<file path="config.mk">
export PLATFORM = sky130hd
export DESIGN_NAME = scan_cmd_mc_ctrl_flat
export DESIGN_NICKNAME = d
export VERILOG_FILES = /design/src/rtl/scan_cmd_mc_ctrl_if.sv /design/src/rtl/scan_cmd_mc_ctrl.sv /design/src/flat_wrapper.sv
export SDC_FILE = /design/constraint.sdc
export NUM_CORES = 1
export LEC_CHECK = 0
export ABC_CLOCK_PERIOD_IN_PS = 3150
export BUFFER_PORTS_ARGS = -buffer_cell sky130_fd_sc_hd__buf_4
export CELL_PAD_IN_SITES_DETAIL_PLACEMENT = 0
export CELL_PAD_IN_SITES_GLOBAL_PLACEMENT = 1
export CORE_UTILIZATION = 43
export CTS_BUF_LIST = sky130_fd_sc_hd__clkbuf_4
export DETAILED_ROUTE_END_ITERATION = 10
export PLACE_DENSITY_LB_ADDON = 0.1
export SLEW_MARGIN = 20
export SYNTH_ARGS = -nofsm -noshare
export SYNTH_HDL_FRONTEND = slang
export SYNTH_SLANG_ARGS = --single-unit
</file>
<file path="constraint.sdc">
create_clock -name clk_i -period 3.15 [get_ports clk_i]
set_input_delay 0.315 -clock clk_i [delete_from_list [all_inputs] [get_ports clk_i]]
set_output_delay 0.315 -clock clk_i [all_outputs]
set_load 0.05 [all_outputs]
</file>
<file path="src/rtl/scan_cmd_mc_ctrl_if.sv">
// scan_cmd_mc_ctrl_if: PMT ADC start bus (data = cmd[CMD_W-1:0] + channel mask[8+:CH_NUM], vld qualifier, hold time in ms)
interface scan_cmd_mc_ctrl_if #(
  parameter int HOLD_W = 32
);
  logic [31:0]       pmt_adc_start_data;
  logic              pmt_adc_start_vld;
  logic [HOLD_W-1:0] pmt_adc_start_hold;
  modport master (output pmt_adc_start_data, pmt_adc_start_vld, pmt_adc_start_hold);
  modport slave (input pmt_adc_start_data, pmt_adc_start_vld, pmt_adc_start_hold);
endinterface

</file>
<file path="src/rtl/scan_cmd_mc_ctrl.sv">
// scan_cmd_mc_ctrl: per-channel IDLE/TIMED/REAL scan FSMs; in: start_if bus, real flag/sel, collision clr; out: cmd/upd/busy/done per channel, collision
module scan_cmd_mc_ctrl #(
  parameter real             TCQ      = 0.1,
  parameter int              CH_NUM   = 3,
  parameter int              CMD_W    = 4,
  parameter int              HOLD_W   = 32,
  parameter int              UNIT_CYC = 100000,
  parameter logic [CMD_W-1:0] REAL_CMD = 4'b0001
) (
  input  logic                    clk_i,
  input  logic                    rst_n_i,
  input  logic                    real_scan_flag_i,
  input  logic [CH_NUM-1:0]       real_scan_sel_i,
  scan_cmd_mc_ctrl_if.slave       start_if,
  input  logic                    collision_clr_i,
  output logic [CH_NUM*CMD_W-1:0] pmt_scan_cmd_o,
  output logic [CH_NUM-1:0]       pmt_scan_upd_o,
  output logic [CH_NUM-1:0]       pmt_scan_busy_o,
  output logic [CH_NUM-1:0]       pmt_scan_done_o,
  output logic                    collision_o
);
  localparam int UW = UNIT_CYC > 1 ? $clog2(UNIT_CYC) : 1;
  typedef enum logic [1:0] {IDLE, TIMED, REAL} st_t;
  logic [2:0] sync_q;
  logic pose, nege, unused_data;
  logic [CH_NUM-1:0] coll_set, mask;
  logic [CMD_W-1:0] cmd_in;
  if (CH_NUM < 1 || CH_NUM > 8 || CMD_W > 8 || TCQ < 0.0) begin : g_bad_param
    $error("scan_cmd_mc_ctrl: unsupported parameter set");
  end
  assign cmd_in = start_if.pmt_adc_start_data[CMD_W-1:0];
  assign mask = start_if.pmt_adc_start_data[8 +: CH_NUM];
  assign unused_data = ^start_if.pmt_adc_start_data;
  assign pose = sync_q[1] & ~sync_q[2];
  assign nege = ~sync_q[1] & sync_q[2];
  always_ff @(posedge clk_i) begin
    sync_q <= rst_n_i ? {sync_q[1:0], real_scan_flag_i} : '0;
    collision_o <= rst_n_i & (|coll_set | (collision_o & ~collision_clr_i));
  end
  for (genvar c = 0; c < CH_NUM; c++) begin : g_ch
    st_t st_q, st_d;
    logic [CMD_W-1:0] cmd_q, cmd_d;
    logic [HOLD_W-1:0] hold_q, ms_q;
    logic [UW-1:0] unit_q;
    logic start, stop, rp, wrap, expire, coll, upd_q, done_q;
    assign start = start_if.pmt_adc_start_vld & cmd_in[0] & mask[c];
    assign stop = start_if.pmt_adc_start_vld & ~cmd_in[0] & mask[c];
    assign rp = pose & real_scan_sel_i[c];
    assign wrap = unit_q == UW'(UNIT_CYC - 1);
    assign expire = st_q == TIMED && wrap && hold_q != '0 && ms_q == hold_q - 1'b1;
    assign coll_set[c] = coll;
    always_comb begin
      st_d = st_q;
      cmd_d = cmd_q;
      coll = 1'b0;
      case (st_q)
        IDLE: begin
          coll = start & rp;
          st_d = start ? TIMED : rp ? REAL : IDLE;
          cmd_d = start ? cmd_in : rp ? REAL_CMD : cmd_q;
        end
        TIMED: begin
          coll = start | rp;
          st_d = stop | expire ? IDLE : TIMED;
          cmd_d = stop | expire ? '0 : cmd_q;
        end
        default: begin
          coll = start | rp;
          st_d = stop | nege ? IDLE : REAL;
          cmd_d = stop | nege ? '0 : cmd_q;
        end
      endcase
    end
    always_ff @(posedge clk_i) begin
      if (!rst_n_i) begin
        st_q <= IDLE;
        cmd_q <= '0;
        hold_q <= '0;
        ms_q <= '0;
        unit_q <= '0;
        upd_q <= 1'b0;
        done_q <= 1'b0;
      end else begin
        st_q <= st_d;
        cmd_q <= cmd_d;
        upd_q <= cmd_d != cmd_q;
        done_q <= expire;
        hold_q <= st_q == IDLE && st_d == TIMED ? start_if.pmt_adc_start_hold : hold_q;
        unit_q <= st_q == TIMED && st_d == TIMED && !wrap ? unit_q + 1'b1 : '0;
        ms_q <= st_q != TIMED || st_d != TIMED ? '0 : wrap && ms_q != '1 ? ms_q + 1'b1 : ms_q;
      end
    end
    assign pmt_scan_cmd_o[c*CMD_W +: CMD_W] = cmd_q;
    assign pmt_scan_upd_o[c] = upd_q;
    assign pmt_scan_busy_o[c] = st_q != IDLE;
    assign pmt_scan_done_o[c] = done_q;
  end
endmodule

</file>
<file path="src/flat_wrapper.sv">
// flat-port wrapper written by rule: the top's interface ports become plain ports
module scan_cmd_mc_ctrl_flat 
#(
  parameter real             TCQ      = 0.1,
  parameter int              CH_NUM   = 3,
  parameter int              CMD_W    = 4,
  parameter int              HOLD_W   = 32,
  parameter int              UNIT_CYC = 100000,
  parameter logic [CMD_W-1:0] REAL_CMD = 4'b0001
)
  (clk_i, rst_n_i, real_scan_flag_i, real_scan_sel_i, collision_clr_i, pmt_scan_cmd_o, pmt_scan_upd_o, pmt_scan_busy_o, pmt_scan_done_o, collision_o, start_if_pmt_adc_start_data, start_if_pmt_adc_start_vld, start_if_pmt_adc_start_hold);
  scan_cmd_mc_ctrl_if #(.HOLD_W(HOLD_W)) start_if_i ();
  input  logic clk_i;
  input  logic rst_n_i;
  input  logic real_scan_flag_i;
  input  logic [CH_NUM-1:0] real_scan_sel_i;
  input  logic collision_clr_i;
  output logic [CH_NUM*CMD_W-1:0] pmt_scan_cmd_o;
  output logic [CH_NUM-1:0] pmt_scan_upd_o;
  output logic [CH_NUM-1:0] pmt_scan_busy_o;
  output logic [CH_NUM-1:0] pmt_scan_done_o;
  output logic collision_o;
  input wire logic [$bits(start_if_i.pmt_adc_start_data)-1:0] start_if_pmt_adc_start_data;
  input wire logic [$bits(start_if_i.pmt_adc_start_vld)-1:0] start_if_pmt_adc_start_vld;
  input wire logic [$bits(start_if_i.pmt_adc_start_hold)-1:0] start_if_pmt_adc_start_hold;
  assign start_if_i.pmt_adc_start_data = start_if_pmt_adc_start_data;
  assign start_if_i.pmt_adc_start_vld = start_if_pmt_adc_start_vld;
  assign start_if_i.pmt_adc_start_hold = start_if_pmt_adc_start_hold;
  scan_cmd_mc_ctrl #(.TCQ(TCQ), .CH_NUM(CH_NUM), .CMD_W(CMD_W), .HOLD_W(HOLD_W), .UNIT_CYC(UNIT_CYC), .REAL_CMD(REAL_CMD)) u_core (.clk_i(clk_i), .rst_n_i(rst_n_i), .real_scan_flag_i(real_scan_flag_i), .real_scan_sel_i(real_scan_sel_i), .start_if(start_if_i), .collision_clr_i(collision_clr_i), .pmt_scan_cmd_o(pmt_scan_cmd_o), .pmt_scan_upd_o(pmt_scan_upd_o), .pmt_scan_busy_o(pmt_scan_busy_o), .pmt_scan_done_o(pmt_scan_done_o), .collision_o(collision_o));
endmodule
</file>
-- Word level (Yosys, flattened, before mapping)
Cells that the tools add are included.
- memories: 0
- logic and storage cells: 165
- bits in latches: 0
- memory bits (writable): 0
- bits in read-only memories: 0
- register bits: 271
- order comparisons: 0
- shift-type cells: 0
- $mul: 0
- equal/unequal tests: 24
- div/mod/pow operators: 0
- muxes and demuxes: 33
- add/subtract/negate cells: 9
- bitwise logic cells: 33
- reduce and logical (&&, ||, !) cells: 43
- operators with widths (operator ; number):
    32-bit by 1-bit adder with 32-bit output, second input constant ; 3
    32-bit == test ; 3
    32-bit inequality test, second input constant ; 3
    32-bit nonzero test ; 3
    32-bit by 1-bit subtractor with 32-bit output, second input constant ; 3
    17-bit by 1-bit adder with 17-bit output, second input constant ; 3
    17-bit == test, second input constant ; 3
    4-bit 2-to-1 mux ; 12
    4-bit case mux with 2 select lines ; 3
    1-bit logical AND ; 21
    1-bit AND ; 18
    2-bit 2-to-1 mux ; 9
    2-bit by 1-bit == test with 1-bit output, second input constant ; 6
    2-bit by 1-bit inequality test with 1-bit output, second input constant ; 6
    4-bit inequality test ; 3
    2-bit case mux with 2 select lines ; 3
    1-bit bitwise OR ; 10
    2-bit logical NOT ; 3
    1-bit 2-to-1 mux ; 6
    2-bit AND reduction ; 3
    2-bit nonzero test ; 3
    2-bit OR reduction ; 3
    1-bit NOT ; 5
    1-bit logical NOT ; 3
    2 further kinds ; 4

-- Depth between registers and ports, before layout
- word-level depth: 11
- depth in mapped cells: 14

-- Worst setup path before layout
OpenSTA, ideal clock, no wires.
- path kind: register to register
- from: register u_core.g_ch[0].hold_q[11]
- to: register u_core.g_ch[0].ms_q[10]
- data arrival time: 3.255 ns
- setup slack: -0.222 ns
- setup time: 0.117 ns
- required time: 3.033 ns
- cell stages (with the launch flop): 13
- cell sequence: dfxtp_1 > or3_1 > clkbuf_1 > or3_1 > nor4_1 > mux2_2 > or4_1 > nor4_1 > a21oi_1 > nand3_1 > buf_2 > buf_2 > nor2_1
- word-level cells in the longest chain between the ends: 9
- elaborated cells between the ends (all ways): 11
- those cells by class: add/sub: 1; eq/ne: 2; mux: 2; bitwise: 1; reduce/logical: 5
- ends and longest elaborated chain (what ; RTL line ; RTL):
    from (decl) ; scan_cmd_mc_ctrl.sv:43 ; logic [HOLD_W-1:0] hold_q, ms_q;
    from (signal assigned) ; scan_cmd_mc_ctrl.sv:88 ; hold_q <= st_q == IDLE && st_d == TIMED ? start_if.pmt_adc_start_hold : hold_q;
    32-bit by 1-bit subtractor with 32-bit output / 32-bit nonzero test (equally long branches) ; scan_cmd_mc_ctrl.sv:50 ; assign expire = st_q == TIMED && wrap && hold_q != '0 && ms_q == hold_q - 1'b1;
    32-bit == test / 1-bit logical AND (equally long branches) ; scan_cmd_mc_ctrl.sv:50 ;
    1-bit logical AND * ; scan_cmd_mc_ctrl.sv:50 ;
    1-bit bitwise OR * ; scan_cmd_mc_ctrl.sv:64 ; st_d = stop | expire ? IDLE : TIMED;
    1-bit 2-to-1 mux * ; scan_cmd_mc_ctrl.sv:64 ;
    2-bit case mux with 2 select lines * ; scan_cmd_mc_ctrl.sv:56 ; case (st_q)
    2-bit by 1-bit inequality test with 1-bit output * ; scan_cmd_mc_ctrl.sv:90 ; ms_q <= st_q != TIMED || st_d != TIMED ? '0 : wrap && ms_q != '1 ? ms_q + 1'b1 : ms_q;
    1-bit logical OR * ; scan_cmd_mc_ctrl.sv:90 ;
    2-bit OR reduction (no source line) * ; n/a ;
    to (signal assigned) ; scan_cmd_mc_ctrl.sv:90 ;
    to (decl) ; scan_cmd_mc_ctrl.sv:43 ;
Every way passes the cells marked *; elsewhere a longest branch is shown, timed or not.
A chain may end at the register's enable or synchronous reset.

-- Final worst setup path
- from: register u_core.g_ch[1].hold_q[3]
- to: register u_core.g_ch[1].unit_q[1]
- word-level cells in the longest chain between the ends: 10
- elaborated cells between the ends (all ways): 12
- those cells by class: add/sub: 1; eq/ne: 2; mux: 2; bitwise: 1; reduce/logical: 6
- ends and longest elaborated chain (what ; RTL line ; RTL):
    from (decl) ; scan_cmd_mc_ctrl.sv:43 ;
    from (signal assigned) ; scan_cmd_mc_ctrl.sv:88 ;
    32-bit by 1-bit subtractor with 32-bit output / 32-bit nonzero test (equally long branches) ; scan_cmd_mc_ctrl.sv:50 ;
    32-bit == test / 1-bit logical AND (equally long branches) ; scan_cmd_mc_ctrl.sv:50 ;
    1-bit logical AND * ; scan_cmd_mc_ctrl.sv:50 ;
    1-bit bitwise OR * ; scan_cmd_mc_ctrl.sv:64 ;
    1-bit 2-to-1 mux * ; scan_cmd_mc_ctrl.sv:64 ;
    2-bit case mux with 2 select lines * ; scan_cmd_mc_ctrl.sv:56 ;
    2-bit by 1-bit == test with 1-bit output * ; scan_cmd_mc_ctrl.sv:89 ; unit_q <= st_q == TIMED && st_d == TIMED && !wrap ? unit_q + 1'b1 : '0;
    1-bit logical AND * (2 in a row) ; scan_cmd_mc_ctrl.sv:89 ;
    2-bit AND reduction (no source line) * ; n/a ;
    to (signal assigned) ; scan_cmd_mc_ctrl.sv:89 ;
    to (decl) ; scan_cmd_mc_ctrl.sv:44 ; logic [UW-1:0] unit_q;
Marks and branches as above.

==> results.yml <==
run_status:
  status: "complete, but fails checks"
  violations: "setup timing"
job:
  max_cap_viol_count: 0
global_route:
  grt_pass1_vias: 14100
  grt_overflow: 0
  grt_max_degree: 103
  antenna_found_initial: 1
  grt_pass1_wl_um: 71840
  grt_usage_pct: 24.98
hold_path:
  hold_path_end: "u_core.g_ch[2].st_q[1]"
  hold_path.startpoint: "start_if_pmt_adc_start_data[10]"
  hp-class: "in -> reg"
  whs_path_depth: 4
synth:
  syn_nets: 2011
  yosysSeqAreaShare_pct: 36.34
  synth-main-ff-cell: "dfxtp_1"
  ys_warn_count: 0
  netlist_instances: 1930
  syn_area_sq_mm: 0.01493
  synth_edf_count: 0
  syn_area_per_cell_sq_um: 7.736
  yosysUniqueCellTypes: 80
  async_flop_share_pct: 0
  synth-seq-cells: 271
place:
  gp_congestion: 0.8951
  dpl.hpwl_um: 32750
  io_buffers: 68
  placed_area_sq_mm: 0.01680
critical_path:
  rr_startpoint: "u_core.g_ch[1].hold_q[3]"
  r2r_setup_slack_ns: -0.05
  setup.worst_path.end_class: "flip-flop"
  required_ns: 3.74
  worstSetupStartpointType: "flip-flop"
  arrival_ns: 3.79
  crit_fanout: 5
  critPathKind: "reg -> reg"
  cp-startpoint: "u_core.g_ch[1].hold_q[3]"
  r2r-end: "u_core.g_ch[1].unit_q[1]"
  r2r_cells: 10
sta:
  fin_crit_sh_pct: 101.6
  relSlewSlack_pct: 44.22
  skew_ns: 0.05783
  tightest_slew_ns: 0.8350
  maxSlewViolCount: 0
  holdWs_ns: 0.1405
  fin_crit_ns: 3.199
  timing.final.hold_violations: 0
  finalWorstSetupSlack_ns: -0.04928
  fmax_ghz: 0.3126
  grt_setup_unrepaired: "yes"
  final-setup-viol-count: 57
layout:
  areaGrowthSynthToFinish_pct: 29.98
  final_area_sq_mm: 0.01941
  final_nets: 2278
  drive_above_1_share_pct: 22.55
clock_tree:
  insertion_delay_ns: 0.76
  clk_pin_slew_worst_paths_ns: 0.07
  numCtsBuffers: 78
  cts_sinks: 271
  cts-root-buf: "clkbuf_4"
  cts_tree: "yes"
  htreeDepth: 3
  cts.path.max_buffers: 3
routing:
  drtPass1Iterations: 6
  detail-route-antenna-nets: 0
  initialDrtViolationCount: 892
  finalWirelength_um: 46080
  vias_per_cell: 5.430
  dr_total_vias: 14670
  drc_errors: 0
  wl_per_cell_um: 17.05
floorplan:
  fp.dieH_um: 188.3
  die_area_sq_mm: 0.03547
  start_util_pct: 44.09
  rows: 67
  io_pins: 94
  dieWidth_um: 188.3
  coreArea_sq_mm: 0.03387
power_and_ir_drop:
  p_leak_nw: 7.042
  power.density_mw_per_mm2: 449.2
  vdd_drop_max_mv: 0.2861
[flip-flops by register name, summed over array words and instances, names as in the netlist]
register and count:
u_core.g_ch.upd_q 3, u_core.g_ch.cmd_q 12, u_core.g_ch.unit_q 51, u_core.collision_o 1, u_core.g_ch.hold_q 96, u_core.g_ch.ms_q 96
u_core.g_ch.done_q 3, u_core.sync_q 3, u_core.g_ch.st_q 6
[cell type report]
type	instances	area, sq um
fill	3224	14460
tap	448	560.5
clock inverter	24	252.7
antenna	1	2.502
timing repair buffer	283	2490
sequential	271	5434
clock buffer	112	840.8
multi-input combinational	1515	9646
inverter	48	181.4
[metrics by stage]
stage / setup TNS [ns] / power (mW) / instances / worst slack, ns / utilization, %
CTS: -0.05270 / 8.739 / 2682 / -0.01332 / 54.37
floorplan: -3.221 / 4.437 / 1930 / -0.1175 / -
finish: -1.460 / 8.717 / 2702 / -0.04928 / 57.30
global placement: -3.877 / 4.922 / 2498 / -0.1085 / 49.60
detailed placement: -11.01 / 4.936 / 2498 / -0.1608 / 49.60
global route: -12.05 / 9.145 / 2702 / -0.1846 / 57.30
[synthesized netlist by cell type (9+ instances only)]
cell type	count	area, sq um
nand2_1	300	1126
dfxtp_1	271	5425
nor2_1	220	825.8
xnor2_1	146	1279
a21oi_1	134	670.6
xor2_1	105	919.6
nand3_1	85	425.4
nor3_1	72	360.4
clkbuf_1	71	266.5
inv_1	47	176.4
nand4_1	41	256.5
and3_1	40	250.2
nor4_1	39	244.0
o21ai_0	39	195.2
or3_1	26	162.7
and2_1	24	150.1
or4_1	23	172.7
a31oi_1	20	125.1
and4_1	20	175.2
buf_2	11	55.05
nand2b_1	11	68.82
mux2i_1	10	100.1
ha_1	9	112.6
nor2b_1	9	56.30
[worst max-delay path by stage]
stage	to	slack, ns	depth (start not counted)
after global routing	u_core.g_ch[1].unit_q[1]	-0.18	13
after detailed placement	u_core.g_ch[1].cmd_q[0]	-0.16	9
after CTS	u_core.g_ch[1].ms_q[13]	-0.01	11
final	u_core.g_ch[1].unit_q[1]	-0.05	10
after global placement	u_core.g_ch[0].cmd_q[3]	-0.11	10
after floorplan	u_core.g_ch[0].ms_q[17]	-0.12	12
[cells in the final DEF (no fill, tap or decap), drive strengths merged, types with 41 or more instances in the layout]
master / count
a21oi: 134
buf: 227
xnor2: 146
nor2: 220
nand3: 88
xor2: 105
nand2: 300
nor3: 72
nand4: 41
dfxtp: 271
inv: 49
nor4: 41
dlygate4sd3: 48
clkbuf: 120
[logic make-up (layout without fill, tap and decap cells)]
logic type,Yosys count,count (layout),share of synthesized area (%)
mux,16,16,1.123
flops,271,271,36.34
compound gates,280,280,11.62
simple gates,956,958,31.30
xor+xnor,251,251,14.72
other cells,0,1,0
fa+ha+maj,10,10,0.8213
buf+inv,146,467,4.073
[report_power, final]
part | leakage (nW) | switching, mW | internal [mW]
clock network | 0.643 | 1.56 | 2.12
registers | 2.19 | 0.0586 | 3.48
logic | 4.21 | 0.819 | 0.670
[what timing repair did]
action                                  4_1_cts  5_1_grt
hold buffers                                 48        0
cloned                                        0       14
endpoints found under the setup margin      105      144
pin swaps                                     2       70
buffers inserted                              0        5
gates resized for setup                       9      168
endpoints found under the hold margin       114        0
[worst max-delay path, stage by stage (launching register included)]
cell and delay [ns]:
dfxtp_4 0.35, or4_4 0.55, or4_4 0.56, or4_4 0.45, a221oi_4 0.31, and4bb_1 0.23
nand4_1 0.09, buf_6 0.15, nand3_4 0.15, clkbuf_16 0.19, nor3b_2 0.04
[metal layers]
layer	GRT usage [%]	up-vias	share of wire (%)
met3	4.582	103	4.5
li1	-	7305	-
met4	9.801	0	3.0
met2	39.60	351	46
met5	0	-	0
met1	33.52	6914	47
Power figures use the tool's default switching activity.
